`config.mk`:
```
export PLATFORM = sky130hd
export DESIGN_NAME = muldiv_unit
export DESIGN_NICKNAME = d
export VERILOG_FILES = /design/src/rtl/riscv_pkg.sv /design/src/rtl/div_iter.sv /design/src/rtl/muldiv_unit.sv
export SDC_FILE = /design/constraint.sdc
export NUM_CORES = 2
export LEC_CHECK = 0
export CORE_UTILIZATION = 35
export CTS_BUF_LIST = sky130_fd_sc_hd__clkbuf_4
export CTS_CLUSTER_DIAMETER = 30
export DETAILED_ROUTE_END_ITERATION = 12
export PLACE_DENSITY_LB_ADDON = 0.3
export SYNTH_ARGS = -nofsm -noshare
export SYNTH_HDL_FRONTEND = slang
export SYNTH_SLANG_ARGS = --single-unit
export TNS_END_PERCENT = 100
```
`constraint.sdc`:
```
create_clock -name clk -period 14.46 [get_ports clk]
set_input_delay 1.446 -clock clk [delete_from_list [all_inputs] [get_ports clk]]
set_output_delay 1.446 -clock clk [all_outputs]
set_load 0.02 [all_outputs]
```
`src/rtl/riscv_pkg.sv`:
```
// Shared RV32M types for the EX-stage multiply/divide unit: funct3 op encoding,
// FSM states and the divide iteration count.
package riscv_pkg;

    typedef enum logic [2:0] {
        OP_MUL    = 3'd0,
        OP_MULH   = 3'd1,
        OP_MULHSU = 3'd2,
        OP_MULHU  = 3'd3,
        OP_DIV    = 3'd4,
        OP_DIVU   = 3'd5,
        OP_REM    = 3'd6,
        OP_REMU   = 3'd7
    } muldiv_op_e;

    typedef enum logic [1:0] {
        IDLE,
        RUN,
        DONE
    } muldiv_state_e;

    localparam int DIV_ITERS = 32;

    function automatic logic [31:0] cond_neg(input logic [31:0] v, input logic neg);
        return neg ? (32'd0 - v) : v;
    endfunction

endpackage

```
`src/rtl/div_iter.sv`:
```
// Serial unsigned restoring divider: one quotient bit per step, MSB first.
// Its iteration down-counter also paces the shift-add multiplier when that is built.
module div_iter
    import riscv_pkg::*;
(
    input  logic        clk,
    input  logic        rst,
    input  logic        load,
    input  logic        step,
    input  logic [31:0] dividend,
    input  logic [31:0] divisor,
    output logic [31:0] quo_next,
    output logic [31:0] rem_next,
    output logic        last
);

    logic [31:0] quo_q;
    logic [31:0] rem_q;
    logic [31:0] dsr_q;
    logic [5:0]  cnt_q;
    logic [32:0] shifted;
    logic [32:0] diff;
    logic        q_bit;

    // The partial remainder never exceeds 2*divisor-1, so 33 bits cover the shift.
    always_comb begin
        shifted  = {rem_q, quo_q[31]};
        diff     = shifted - {1'b0, dsr_q};
        q_bit    = ~diff[32];
        rem_next = q_bit ? diff[31:0] : shifted[31:0];
        quo_next = {quo_q[30:0], q_bit};
    end

    assign last = (cnt_q == 6'd1);

    always_ff @(posedge clk) begin
        if (rst) begin
            quo_q <= '0;
            rem_q <= '0;
            dsr_q <= '0;
            cnt_q <= '0;
        end else if (load) begin
            quo_q <= dividend;
            rem_q <= '0;
            dsr_q <= divisor;
            cnt_q <= 6'(DIV_ITERS);
        end else if (step) begin
            quo_q <= quo_next;
            rem_q <= rem_next;
            if (cnt_q != 6'd0) begin
                cnt_q <= cnt_q - 6'd1;
            end
        end
    end

endmodule

```
`src/rtl/muldiv_unit.sv`:
```
// Iterative RV32M multiply/divide unit for the EX stage.
//   state | meaning
//   IDLE  | waiting for start; accept cycle raises busy
//   RUN   | one divide (or shift-add multiply) step per cycle
//   DONE  | result and rd_out presented, done high for one cycle
module muldiv_unit
    import riscv_pkg::*;
#(
    parameter bit MUL_FAST = 1'b1,
    parameter int XLEN     = 32
) (
    input  logic            clk,
    input  logic            rst,
    input  logic            start,
    input  logic            kill,
    input  logic [2:0]      op,
    input  logic [XLEN-1:0] rs1_data,
    input  logic [XLEN-1:0] rs2_data,
    input  logic [4:0]      rd_in,
    output logic            busy,
    output logic            done,
    output logic [XLEN-1:0] result,
    output logic [4:0]      rd_out
);

    muldiv_state_e state_q, state_d;
    muldiv_op_e    op_in;

    logic        is_div, div_signed, sa_in, sb_in;
    logic [31:0] a_mag, b_mag;
    logic        div_zero, div_ovf, accept;
    logic [31:0] special_res, div_final, mul_fast_res, mul_slow_res;
    logic [31:0] quo_next, rem_next;
    logic        div_last;

    logic        is_div_q, is_rem_q, neg_q_q, neg_r_q;
    logic [4:0]  rd_q;

    logic        load_res;
    logic [31:0] res_d;
    logic [4:0]  rd_d;

    assign op_in      = muldiv_op_e'(op);
    assign is_div     = op[2];
    assign div_signed = (op_in == OP_DIV) || (op_in == OP_REM);
    assign sa_in      = (op_in inside {OP_MULH, OP_MULHSU, OP_DIV, OP_REM}) && rs1_data[31];
    assign sb_in      = (op_in inside {OP_MULH, OP_DIV, OP_REM}) && rs2_data[31];
    assign a_mag      = cond_neg(rs1_data, sa_in);
    assign b_mag      = cond_neg(rs2_data, sb_in);
    assign div_zero   = (rs2_data == 32'd0);
    assign div_ovf    = div_signed && (rs1_data == 32'h8000_0000) && (rs2_data == 32'hFFFF_FFFF);
    assign accept     = start && (state_q == IDLE) && !kill && !rst;

    // Divide by zero yields all-ones / dividend; overflow yields dividend / zero.
    always_comb begin
        special_res = '0;
        if (div_zero) begin
            special_res = op[1] ? rs1_data : 32'hFFFF_FFFF;
        end else begin
            special_res = op[1] ? 32'd0 : rs1_data;
        end
    end

    assign busy = !rst && (((state_q == IDLE) && start && !kill) || (state_q == RUN));
    assign done = (state_q == DONE);

    div_iter u_div_iter (
        .clk      (clk),
        .rst      (rst),
        .load     (accept && (is_div || !MUL_FAST)),
        .step     (state_q == RUN),
        .dividend (a_mag),
        .divisor  (b_mag),
        .quo_next (quo_next),
        .rem_next (rem_next),
        .last     (div_last)
    );

    assign div_final = is_rem_q ? cond_neg(rem_next, neg_r_q) : cond_neg(quo_next, neg_q_q);

    generate
        if (MUL_FAST) begin : g_mul_fast
            logic [63:0] prod;
            assign prod         = {{32{sa_in}}, rs1_data} * {{32{sb_in}}, rs2_data};
            assign mul_fast_res = (op_in == OP_MUL) ? prod[31:0] : prod[63:32];
            assign mul_slow_res = '0;
        end else begin : g_mul_slow
            logic [63:0] prod_q, prod_next, prod_fix;
            logic [31:0] mcand_q;
            logic [32:0] sum;
            logic        lo_q;

            // Low half holds the remaining multiplier bits, high half the running sum.
            always_comb begin
                sum       = {1'b0, prod_q[63:32]} + (prod_q[0] ? {1'b0, mcand_q} : 33'd0);
                prod_next = {sum, prod_q[31:1]};
                prod_fix  = neg_q_q ? (64'd0 - prod_next) : prod_next;
            end

            assign mul_slow_res = lo_q ? prod_fix[31:0] : prod_fix[63:32];
            assign mul_fast_res = '0;

            always_ff @(posedge clk) begin
                if (rst) begin
                    prod_q  <= '0;
                    mcand_q <= '0;
                    lo_q    <= 1'b0;
                end else if (accept && !is_div) begin
                    prod_q  <= {32'd0, b_mag};
                    mcand_q <= a_mag;
                    lo_q    <= (op_in == OP_MUL);
                end else if ((state_q == RUN) && !is_div_q) begin
                    prod_q  <= prod_next;
                end
            end
        end
    endgenerate

    always_comb begin
        state_d  = state_q;
        load_res = 1'b0;
        res_d    = special_res;
        rd_d     = rd_in;
        case (state_q)
            IDLE: begin
                if (accept) begin
                    if (!is_div) begin
                        state_d  = MUL_FAST ? DONE : RUN;
                        load_res = MUL_FAST;
                        res_d    = mul_fast_res;
                    end else if (div_zero || div_ovf) begin
                        state_d  = DONE;
                        load_res = 1'b1;
                    end else begin
                        state_d  = RUN;
                    end
                end
            end
            RUN: begin
                if (kill) begin
                    state_d = IDLE;
                end else if (div_last) begin
                    state_d  = DONE;
                    load_res = 1'b1;
                    res_d    = is_div_q ? div_final : mul_slow_res;
                    rd_d     = rd_q;
                end
            end
            DONE:    state_d = IDLE;
            default: state_d = IDLE;
        endcase
    end

    always_ff @(posedge clk) begin
        if (rst) begin
            state_q  <= IDLE;
            result   <= '0;
            rd_out   <= '0;
            rd_q     <= '0;
            is_div_q <= 1'b0;
            is_rem_q <= 1'b0;
            neg_q_q  <= 1'b0;
            neg_r_q  <= 1'b0;
        end else begin
            state_q <= state_d;
            if (accept) begin
                rd_q     <= rd_in;
                is_div_q <= is_div;
                is_rem_q <= op[1];
                neg_q_q  <= sa_in ^ sb_in;
                neg_r_q  <= sa_in;
            end
            if (load_res) begin
                result <= res_d;
                rd_out <= rd_d;
            end
        end
    end

endmodule

```
==> results.ini <==
[setup_path]
critical_path.startpoint_type = primary input
slowest_delay_ns = 0.77
cp.required_ns = 14.94
cp_slowest_cell = fa_1
end_kind = flip-flop
crit_arrival_ns = 11.11
worstPathMaxFanout = 15
crit_top_cell = fa_1
path_class = in -> reg

[synthesis]
synth_common_cells = inv_1 (1,241), fa_1 (1,126), nand2_1 (983), and2_1 (313), nor2_1 (279)
synth_edf_count = 0
synth.most_common_cell = inv_1
yosys_warnings = 0
ys_async_sr_fraction_pct = 0
synth_area_leaders = fa_1 (44%), inv_1 (9.2%), nand2_1 (7.3%), ha_1 (6.2%), dfxtp_1 (5.9%)
synth_top_area_share_pct = 44.4
syn_nets = 7491
synth_cell_types = 90
synth_top_area_cell = fa_1
synthFlopType = dfxtp_1
synth_area_um2 = 50700
yosys_register_bits = 150
postSynthAreaPerCell_um2 = 8.40
syn_inst = 6038
ys_seq_area_share_pct = 5.92

[floorplanning]
num_rows = 139
die_area_um2 = 146000
pin_count = 115
initial_core_util_pct = 35.3
core_area_um2 = 144000
die_x_um = 383
dieHeight_um = 383

[timing]
post-route-min-period_ns = 10.63
setup_viol = 0
worst_pin_slew_ns = 1.13
timing_hold_violations_final = 0
slew_headroom_pct = 24.4
rsz0062_at_grt = no
period_share_pct = 73.5
drv_slew = 0
fin_skew_ns = 0.0379
tns_ns = 0
fmax_mhz = 94.1

[global_route]
grt_pass1_wl_um = 267000
track_usage_pct = 23.9
grt_start_max_net_pins = 79
antenna_found_initial = 14
grt_pass1_vias = 42985
grt-ovfl-total = 0

[detailed_routing]
vias = 41143
drtAntennaViolNets = 0
wl_per_cell_um = 22.2
drtIter0Drc = 3291
drc = 36
viasPerCell = 5.28
wirelength_um = 173000
first_pass_iters = 10

[worst_hold_path]
hp-class = reg -> reg

[clock_tree]
cts-resized-gates = 0
max-clock-path-buffers = 2
htreeDepth = 4
insertion_delay_ns = 0.65
clock-sinks = 150
cts_hold_buf = 0
cts_setup_buffers = 0
cts_tree = done
clk_pin_slew_ns = 0.15
cts_made_buffers = 17
cts_root_buffer = clkbuf_4

[place]
placed_area_um2 = 53100
gp_congestion = 0.947
place_hpwl_um = 132000
port_buffers = 114

[outcome]
status = finished with violations
violations = DRC

[cells_and_area]
drive_gt1_share_pct = 3.91
final_area_um2 = 53500
fin_nets = 7319
syn_to_final_growth_pct = 5.48

[run]
drv_cap = 0

## sequential cells by signal (all words and copies together), names as in the netlist
signal and cells:
is_rem_q 1, rd_out 5, is_div_q 1, state_q 2, neg_r_q 1, u_div_iter.dsr_q 32, u_div_iter.rem_q 32, u_div_iter.quo_q 32
u_div_iter.cnt_q 6, neg_q_q 1, rd_q 5, result 32
## worst max-delay path, delay by kind of cell
kind	cells	cell delay [ns]
buffers and inverters	9	1.97
AOI/OAI and AO/OA	8	1.67
xor gates and xnor gates	2	0.41
adders and majority gates	9	4.93
and+or+nand+nor	4	0.65
## logic make-up after synthesis
family,share of synthesized area (%)
and+or+nand+nor,17.3
xor gates and xnor gates,3.59
DFF,5.92
adders and majority gates,51.0
buffers and inverters,12.3
muxes,0.523
AOI/OAI and AO/OA,9.43
## final timing paths
check	start	endpoint	slack [ns]	cells after the start
worst min register to register	u_div_iter.dsr_q[0]$_SDFFE_PP0P_	u_div_iter.dsr_q[0]$_SDFFE_PP0P_	0.47	2
worst min-delay path	u_div_iter.dsr_q[0]$_SDFFE_PP0P_	u_div_iter.dsr_q[0]$_SDFFE_PP0P_	0.47	2
worst max register to register	u_div_iter.quo_q[31]$_SDFFE_PP0P_	result[28]$_SDFFE_PP0P_	8.19	20
worst max-delay path	op[1]	result[24]$_SDFFE_PP0P_	3.83	32
## area by class of cell
| class | count | area, um2 |
|---|---|---|
| fill | 14909 | 90200 |
| multi-input combinational | 4248 | 41500 |
| inverter | 1242 | 4660 |
| sequential | 150 | 3000 |
| tap | 1903 | 2380 |
| timing repair buffer | 207 | 1550 |
| clock inverter | 15 | 224 |
| clock buffer | 17 | 128 |
| antenna | 3 | 7.51 |
## layout by cell type (no fill, tap or decap), drive strengths merged, types with 19 or more instances in the layout
| master | n |
|---|---|
| nor3 | 68 |
| maj3 | 19 |
| o21ai | 154 |
| nand3 | 46 |
| nand4 | 29 |
| or3 | 50 |
| xnor2 | 128 |
| and3 | 22 |
| buf | 152 |
| ha | 251 |
| and2 | 313 |
| a211oi | 49 |
| a31oi | 25 |
| a311oi | 47 |
| clkdlybuf4s50 | 55 |
| mux2i | 25 |
| inv | 1245 |
| nand2b | 24 |
| dfxtp | 150 |
| nand2 | 983 |
| xor2 | 80 |
| o31ai | 40 |
| nor4 | 23 |
| nor2 | 279 |
| a21oi | 160 |
| fa | 1126 |
| o21a | 19 |
| a21o | 59 |
## stage by stage
| stage | std cells | util [%] | hold WS [ns] | setup slack [ns] |
|---|---|---|---|---|
| finish | 7785 | 37.2 | 0.475 | 3.83 |
| global placement | 7750 | 37.0 | 0.453 | 3.27 |
| floorplan | 6038 | - | 0.441 | 4.18 |
| detailed placement | 7750 | 37.0 | 0.454 | 3.21 |
| CTS | 7782 | 37.2 | 0.474 | 3.83 |
| global route | 7783 | 37.2 | 0.495 | 3.25 |
## layer usage
layer / GRT usage (%) / routed length, um / part of all wire, %
met2: 37.9 / 77800 / 45
met1: 33.3 / 75900 / 44
met4: 6.53 / 5060 / 2.9
met3: 4.54 / 14100 / 8.2
met5: 0 / 33 / 0.019
Power is not shown: default switching activity piles up to over one toggle a cycle in this logic, so the estimate is an artifact.
